==> src/rtl/id_stage_buffer.sv <==
// id_stage_buffer: IF->ID stage built as a valid/ready circular buffer.
// The head entry is decoded combinationally. After a fence is popped, the
// stage blocks for FENCE_DRAIN cycles.
// Optional feature macro: ID_STAGE_RVM_EN adds MUL/DIV legality and the
// out_is_muldiv output.
module id_stage_buffer #(
  parameter int XLEN        = 32,
  parameter int DEPTH       = 2,
  parameter int FENCE_DRAIN = 8
) (
  input  logic            clk,
  input  logic            rst,
  input  logic            in_valid,
  output logic            in_ready,
  input  logic [XLEN-1:0] in_inst,
  input  logic [XLEN-1:0] in_pc,
  input  logic            flush,
  output logic            out_valid,
  input  logic            out_ready,
  output logic [XLEN-1:0] out_inst,
  output logic [XLEN-1:0] out_pc,
  output logic [4:0]      out_rs1,
  output logic [4:0]      out_rs2,
  output logic [4:0]      out_rd,
  output logic [XLEN-1:0] out_csr_inst,
  output logic            out_is_load,
  output logic            out_is_store,
  output logic            out_is_fence,
  output logic            out_ecall,
  output logic            out_illegal,
`ifdef ID_STAGE_RVM_EN
  output logic            out_is_muldiv,
`endif
  output logic            fence_busy
);

  localparam int PW   = $clog2(DEPTH);
  localparam int CNTW = $clog2(DEPTH + 1);
  localparam int DW   = (FENCE_DRAIN > 0) ? $clog2(FENCE_DRAIN + 1) : 1;
  localparam logic [CNTW-1:0] DEPTH_C = CNTW'(DEPTH);

  localparam logic [6:0] OPC_LUI    = 7'b0110111;
  localparam logic [6:0] OPC_AUIPC  = 7'b0010111;
  localparam logic [6:0] OPC_JAL    = 7'b1101111;
  localparam logic [6:0] OPC_JALR   = 7'b1100111;
  localparam logic [6:0] OPC_BRANCH = 7'b1100011;
  localparam logic [6:0] OPC_LOAD   = 7'b0000011;
  localparam logic [6:0] OPC_STORE  = 7'b0100011;
  localparam logic [6:0] OPC_OPIMM  = 7'b0010011;
  localparam logic [6:0] OPC_OP     = 7'b0110011;
  localparam logic [6:0] OPC_MISC   = 7'b0001111;
  localparam logic [6:0] OPC_SYSTEM = 7'b1110011;

  typedef enum logic {RUN, DRAIN} state_t;

  state_t          state_reg, state_next;
  logic [DW-1:0]   drain_cnt_reg, drain_cnt_next;
  logic [CNTW-1:0] count_reg, count_next;
  logic [PW-1:0]   rd_ptr_reg, rd_ptr_next;
  logic [PW-1:0]   wr_ptr_reg, wr_ptr_next;

  logic [XLEN-1:0] inst_mem [DEPTH];
  logic [XLEN-1:0] pc_mem   [DEPTH];

  logic            push, pop;
  logic [XLEN-1:0] head_inst, head_pc;
  logic [31:0]     d;
  logic [6:0]      opcode;
  logic [2:0]      f3;
  logic [6:0]      f7;
  logic            legal, is_system;

  assign in_ready   = (count_reg < DEPTH_C) && (state_reg == RUN);
  assign out_valid  = (count_reg != '0) && (state_reg == RUN);
  assign fence_busy = (state_reg == DRAIN);
  assign push       = in_valid && in_ready;
  assign pop        = out_valid && out_ready;

  assign head_inst = inst_mem[rd_ptr_reg];
  assign head_pc   = pc_mem[rd_ptr_reg];
  assign d         = head_inst[31:0];
  assign opcode    = d[6:0];
  assign f3        = d[14:12];
  assign f7        = d[31:25];
  assign is_system = (opcode == OPC_SYSTEM);

  // Buffer storage: write the tail entry on an accepted push (not during flush).
  always_ff @(posedge clk) begin
    if (push && !flush) begin
      inst_mem[wr_ptr_reg] <= in_inst;
      pc_mem[wr_ptr_reg]   <= in_pc;
    end
  end

  // State register: occupancy, pointers, FSM state and drain counter.
  always_ff @(posedge clk or posedge rst) begin
    if (rst) begin
      state_reg     <= RUN;
      drain_cnt_reg <= '0;
      count_reg     <= '0;
      rd_ptr_reg    <= '0;
      wr_ptr_reg    <= '0;
    end else begin
      state_reg     <= state_next;
      drain_cnt_reg <= drain_cnt_next;
      count_reg     <= count_next;
      rd_ptr_reg    <= rd_ptr_next;
      wr_ptr_reg    <= wr_ptr_next;
    end
  end

  // Next-state logic: flush wins; a popped fence opens the drain window.
  always_comb begin
    state_next     = state_reg;
    drain_cnt_next = drain_cnt_reg;
    count_next     = count_reg;
    rd_ptr_next    = rd_ptr_reg;
    wr_ptr_next    = wr_ptr_reg;
    if (flush) begin
      state_next     = RUN;
      drain_cnt_next = '0;
      count_next     = '0;
      rd_ptr_next    = '0;
      wr_ptr_next    = '0;
    end else begin
      if (push) wr_ptr_next = wr_ptr_reg + PW'(1);
      if (pop)  rd_ptr_next = rd_ptr_reg + PW'(1);
      if (push && !pop)      count_next = count_reg + CNTW'(1);
      else if (pop && !push) count_next = count_reg - CNTW'(1);
      case (state_reg)
        RUN: begin
          if (pop && out_is_fence && (FENCE_DRAIN > 0)) begin
            state_next     = DRAIN;
            drain_cnt_next = DW'(FENCE_DRAIN);
          end
        end
        DRAIN: begin
          drain_cnt_next = drain_cnt_reg - DW'(1);
          if (drain_cnt_reg <= DW'(1)) begin
            state_next     = RUN;
            drain_cnt_next = '0;
          end
        end
        default: state_next = RUN;
      endcase
    end
  end

  // Legality check of the head instruction.
  always_comb begin
    legal = 1'b0;
    case (opcode)
      OPC_LUI, OPC_AUIPC, OPC_JAL: legal = 1'b1;
      OPC_JALR:   legal = (f3 == 3'd0);
      OPC_BRANCH: legal = (f3 != 3'd2) && (f3 != 3'd3);
      OPC_LOAD:   legal = (f3 == 3'd0) || (f3 == 3'd1) || (f3 == 3'd2) ||
                          (f3 == 3'd4) || (f3 == 3'd5);
      OPC_STORE:  legal = (f3 <= 3'd2);
      OPC_OPIMM: begin
        if (f3 == 3'd1)      legal = (f7 == 7'd0);
        else if (f3 == 3'd5) legal = (f7 == 7'd0) || (f7 == 7'b0100000);
        else                 legal = 1'b1;
      end
      OPC_OP: begin
        legal = (f7 == 7'd0) ||
                ((f7 == 7'b0100000) && ((f3 == 3'd0) || (f3 == 3'd5)));
`ifdef ID_STAGE_RVM_EN
        if (f7 == 7'b0000001) legal = 1'b1;
`endif
      end
      OPC_MISC:   legal = (f3 <= 3'd1);
      OPC_SYSTEM: legal = 1'b1;
      default:    legal = 1'b0;
    endcase
  end

  // Head outputs: decoded fields when valid, empty defaults otherwise.
  always_comb begin
    out_inst     = XLEN'(32'h0000_0013);
    out_pc       = '0;
    out_rs1      = '0;
    out_rs2      = '0;
    out_rd       = '0;
    out_csr_inst = '0;
    out_is_load  = 1'b0;
    out_is_store = 1'b0;
    out_is_fence = 1'b0;
    out_ecall    = 1'b0;
    out_illegal  = 1'b0;
`ifdef ID_STAGE_RVM_EN
    out_is_muldiv = 1'b0;
`endif
    if (out_valid) begin
      out_inst     = head_inst;
      out_pc       = head_pc;
      out_rs1      = d[19:15];
      out_rd       = d[11:7];
      out_rs2      = is_system ? 5'd0 : d[24:20];
      out_csr_inst = is_system ? head_inst : '0;
      out_is_load  = (opcode == OPC_LOAD);
      out_is_store = (opcode == OPC_STORE);
      out_is_fence = (opcode == OPC_MISC) ||
                     (is_system && (f7 == 7'b0001001) && (f3 == 3'd0));
      out_ecall    = (d == 32'h0000_0073);
      out_illegal  = !legal;
`ifdef ID_STAGE_RVM_EN
      out_is_muldiv = (opcode == OPC_OP) && (f7 == 7'b0000001);
`endif
    end
  end

endmodule

==> config.mk <==
export PLATFORM = sky130hd
export DESIGN_NAME = id_stage_buffer
export DESIGN_NICKNAME = d
export VERILOG_FILES = /design/src/rtl/id_stage_buffer.sv
export SDC_FILE = /design/constraint.sdc
export NUM_CORES = 1
export LEC_CHECK = 0
export CAP_MARGIN = 10
export CORE_MARGIN = 1.5
export CORE_UTILIZATION = 45
export CTS_BUF_LIST = sky130_fd_sc_hd__clkbuf_8
export DETAILED_ROUTE_END_ITERATION = 10
export HOLD_SLACK_MARGIN = 0.08
export PLACE_DENSITY = 0.77
export SYNTH_ARGS = -nofsm -noshare
export SYNTH_HDL_FRONTEND = slang
export SYNTH_SLANG_ARGS = --single-unit
==> constraint.sdc <==
create_clock -name clk -period 21.4 [get_ports clk]
set_clock_uncertainty 0.2 [all_clocks]
set_input_delay 2.14 -clock clk [delete_from_list [all_inputs] [get_ports clk]]
set_output_delay 2.14 -clock clk [all_outputs]
set_load 0.005 [all_outputs]
# Word level (Yosys, flattened, before mapping)
# Memory sizes are Yosys's and may differ from the RTL's.
# Cells that the tools add are included.
dict set report totals {
  register_bits 9
  ramBits 128
  inputBits 69
  output_inout_bits 119
  word_cells 102
  mem_count 2
}
dict set report op_classes {
  add_sub_neg 5
  n_lt_le_gt_ge 4
  eq_ne 21
  muxes 33
  n_bitwise 1
  reduce_logical 31
}
# memory words word_bits read_ports rd_ports_with_merged_regs wr line
set memory_table {}
lappend memory_table {inst_mem 2 32 1 0 1 62} ;# logic [XLEN-1:0] inst_mem [DEPTH];
lappend memory_table {pc_mem 2 32 1 0 1 63} ;# logic [XLEN-1:0] pc_mem [DEPTH];
# op n
set op_table {}
lappend op_table {{$mux 32} 4}
lappend op_table {{$eq 32x7->1 const B} 1}
lappend op_table {{$eq 7x6->1 const B} 4}
lappend op_table {{$eq 7x7->1 const B} 4}
lappend op_table {{$mux 5} 4}
lappend op_table {{$mux 1} 16}
lappend op_table {{$eq 7x4->1 const B} 2}
lappend op_table {{$eq 7x5->1 const B} 2}
lappend op_table {{$logic_and 1x1->1} 12}
lappend op_table {{$mux 4} 3}
lappend op_table {{$ne 3x2->1 const B} 3}
lappend op_table {{$logic_or 1x1->1} 8}
lappend op_table {{$pmux 1 s8} 1}
lappend op_table {{$pmux 4 s2} 1}
lappend op_table {{$eq 7x2->1 const B} 1}
lappend op_table {{$logic_not 7->1} 1}
lappend op_table {{$eq 3x3->1 const B} 2}
lappend op_table {{$mux 2} 3}
lappend op_table {{$reduce_bool 2->1} 3}
lappend op_table {{$le 4x1->1 const B} 1}
lappend op_table {{$logic_not 1->1} 4}
lappend op_table {{$reduce_or 4->1} 1}
lappend op_table {{$sub 4x1->4 const B} 1}
lappend op_table {{$eq 3x1->1 const B} 1}
lappend op_table {{11 further kinds} 12}

# Depth between registers and ports, before layout
# An unclocked memory read counts as a cell.
dict set report logic_depth {
  word_depth 10
  ltp_mapped 9
}

# Least setup slack after synthesis
# OpenSTA, ideal clock, no wires.
dict set report synth_path {
  path_kind {input port to flip-flop}
  from {input port in_valid}
  to {memory inst_mem[1][0], enable pin}
  setup_time_ns 0.665
  arrival_time_ns 8.895
  required_time_ns 20.535
  path_slack_ns 11.639
  path_stages 2
  cell_sequence {nand2b_1 -> nor4b_1}
}
dict set report synth_via {
  elab_chain_cells 4
}
# item line
set synth_rtl {}
lappend synth_rtl {{start, declared} 13} ;# input logic in_valid,
lappend synth_rtl {{$logic_and 1x1->1} 76} ;# assign push = in_valid && in_ready;
lappend synth_rtl {{$logic_and 1x1->1} 89} ;# if (push && !flush) begin
lappend synth_rtl {{$mux 1} 89}
lappend synth_rtl {{$mux 1 (not written as such)} 90} ;# inst_mem[wr_ptr_reg] <= in_inst;
lappend synth_rtl {{end, declared} 62}
# Every way passes these cells.

# Worst setup path in the final report
dict set report layout_path {
  from {register rd_ptr_reg}
  to {output port out_illegal}
}
dict set report layout_via {
  elab_chain_cells 9
  word_cells_on_any_way 38
  classes_between {2 x order compare; 18 x eq/ne; 4 x mux; 13 x reduce/logical; 1 x memory}
}
# item line
set layout_rtl {}
lappend layout_rtl {{start, declared} 59} ;# logic [PW-1:0] rd_ptr_reg, rd_ptr_next;
lappend layout_rtl {{start signal, assigned} 107} ;# rd_ptr_reg <= rd_ptr_next;
lappend layout_rtl {{$mem_v2 2x32 *} n/a}
lappend layout_rtl {{branches (longest 5 deep; another with $eq 7x6->1)} n/a}
lappend layout_rtl {{$pmux 1 s8 *} 152} ;# case (opcode)
lappend layout_rtl {{$logic_not 1->1 *} 205} ;# out_illegal = !legal;
lappend layout_rtl {{$mux 1 *} 193} ;# if (out_valid) begin
lappend layout_rtl {{end, declared} 30} ;# output logic out_illegal,
# Every way passes the cells marked *.

==> results.ini <==
[logic_synthesis]
ys_seq_area_share_pct=66.3
synth_common_cells=edfxtp_1 (128), nor2_1 (101), mux2i_1 (62), nand2_1 (22), buf_4 (14)
yosysMostFrequentCell=edfxtp_1
synthArstFlopShare_pct=6.57
syn_area_um2=6140
avgSynthCellArea_um2=12.9
synth_cell_types=54
synthTopCellsByArea=edfxtp_1 (63%), mux2i_1 (10%), nor2_1 (6.2%)
ys_warn_count=0
synth-seq-cells=137
synth_top_area_cell=edfxtp_1
synth_top_area_share_pct=62.6
netlist_instances=476
synth-edff-count=128
ys.flop_type=edfxtp_1

[layout]
layout.nets=722
area_growth_pct=37.9
fill_cells=996
final_layout_size_suffix_gt1_share_pct=5.87
final_util_pct=63.7
diodes=0

[route]
dr.pass1.iters=5
vias_per_cell=5.29
wl_per_cell_um=17.3
drcViolationCount=0
num_vias=4447
drt_iter0_drc=266
wirelength_um=14600
antenna_left=0

[global_routing]
grtUsageTotal_pct=20.7
grt_max_degree=65
grt_pass1_wl_um=22800
grt_pass1_vias=4594
antenna_found_initial=0
grt-ovfl-total=0

[sta]
max_freq_mhz=151
rsz0062_at_grt=no
fin_crit_sh_pct=30.9
maxSlewHeadroom_pct=26.9
setup_tns_ns=0
slew_violations=0
tightestPinTransition_ns=1.09
fin_hold_ws_ns=0.387
finalSetupViolCount=0
min_period_ns=6.60
hold_violations=0

[clock_tree]
clockRootBuffer=clkbuf_8
cts_max_path_buffers=2
cts.clk_slew.worst_paths_ns=0.07
post_cts_resized=0
cts_tree=done
cts_setup_buffers=0
postCtsHoldBufs=0
htreeDepth=4
numCtsBuffers=17
clkSinkCount=137
insertion_delay_ns=0.42

[floorplan]
row_count=42
ios=188
core_um2=13300
die_area_um2=14300
die_w_um=120
die_h_um=120
initial_utilization_pct=46.2

[pwr]
p_leak_uw=0.00285
power.density_nw_per_um2=71.7
vdd_drop_max_mv=0.0520

[placement]
numPortBuffers=185
routabilityCongestion=0.874
dp_hpwl_um=10100

[critical_path]
path_class=register to output port
cp.required_ns=19.06
slowest_stage=dfrtp_4
path_max_fanout=50
critical_path_arrival_ns=4.26
end_kind=output port
worst_setup_path_start_kind=register
cp_slowest_stage_delay_ns=0.80
r2r_cells=6
crit_path_cell_trace=buf_4 -> mux2i_1 -> a32oi_1 -> a21o_1 -> a2bb2o_1 -> a2111oi_2 -> clkdlybuf4s50_1

[worst_hold_path]
worstHoldPathCells=2
hold_class=register to register

[run]
maxCapViolations=0

[run_status]
outcome=completed

-- cells by family (layout without fill, tap and decap cells) --
group           after synthesis  count (layout)  synth area share, %
flops                       137             137                 66.3
mux                          64              64                 10.5
other cells                   1               2               0.0611
compound gates               48              48                 5.30
xor+xnor                      2               2                0.285
buf+inv                      46             233                 3.98
simple gates                176             176                 13.2
fa+ha+maj                     2               2                0.408
-- through the flow --
step | power [µW] | setup slack [ns] | instances | instance area [µm²]
detailed placement | 407 | 15.33 | 808 | 8070
global placement | 405 | 15.46 | 808 | 8070
CTS | 613 | 14.84 | 840 | 8460
floorplan | 359 | 11.64 | 477 | 6140
global route | 632 | 14.58 | 840 | 8460
finish | 607 | 14.80 | 840 | 8460
-- placed cells by master, fill, tap and decap left out, drive strengths merged, types with 3 or more instances in the layout --
cell           instances
nor2                 101
and3                   5
nor3                   8
a31oi                  5
a21oi                  9
mux2i                 62
dfrtp                  9
nor4                  11
clkdlybuf4s50        185
nand2                 22
o21ai                 14
buf                    4
edfxtp               128
or3                    3
clkbuf                17
bufinv                 3
inv                   17
nand3                  4
nand2b                 6
clkinv                 5
-- cell type report --
type	instances	area [µm²]	share of cell area, %
tap	176	220	2.60
inverter	12	45.0	0.532
timing repair buffer	189	1880	22.2
sequential	137	4070	48.1
clock inverter	15	159	1.88
clock buffer	17	234	2.76
multi-input combinational	294	1850	21.9
-- critical path, delay by kind of cell, from the launching register on --
| family | cells | cell delay, ns |
|---|---|---|
| buffers and inverters | 2 | 1.25 |
| muxes | 1 | 0.66 |
| AOI/OAI and AO/OA | 4 | 1.03 |
| DFF | 1 | 0.80 |
-- worst paths after layout --
path	from	slack [ns]	to
worst max register to register	rd_ptr_reg	17.94	drain_cnt_reg[1]
worst min register to register	wr_ptr_reg	0.39	wr_ptr_reg
worst min-delay path	wr_ptr_reg	0.39	wr_ptr_reg
min in group asynchronous	rst	1.82	count_reg[1]
max in group asynchronous	rst	18.86	rd_ptr_reg
worst max-delay path	rd_ptr_reg	14.80	out_illegal
-- power breakdown --
group / switching (µW) / total [µW] / internal [µW]
registers: 7.50 / 312 / 304
clock network: 93.1 / 206 / 113
logic: 40.1 / 89.2 / 49.1
total: 141 / 607 / 467
-- metal layers --
layer  share of wire [%]  GRT usage (%)  up-vias
li1                    -              -     2111
met1                  40           23.9     2126
met2                  51           36.4      192
met3                 7.2           6.27       18
met4                 1.7           7.51        0
met5                   0              0        -
(Power assumes the default switching activity.)
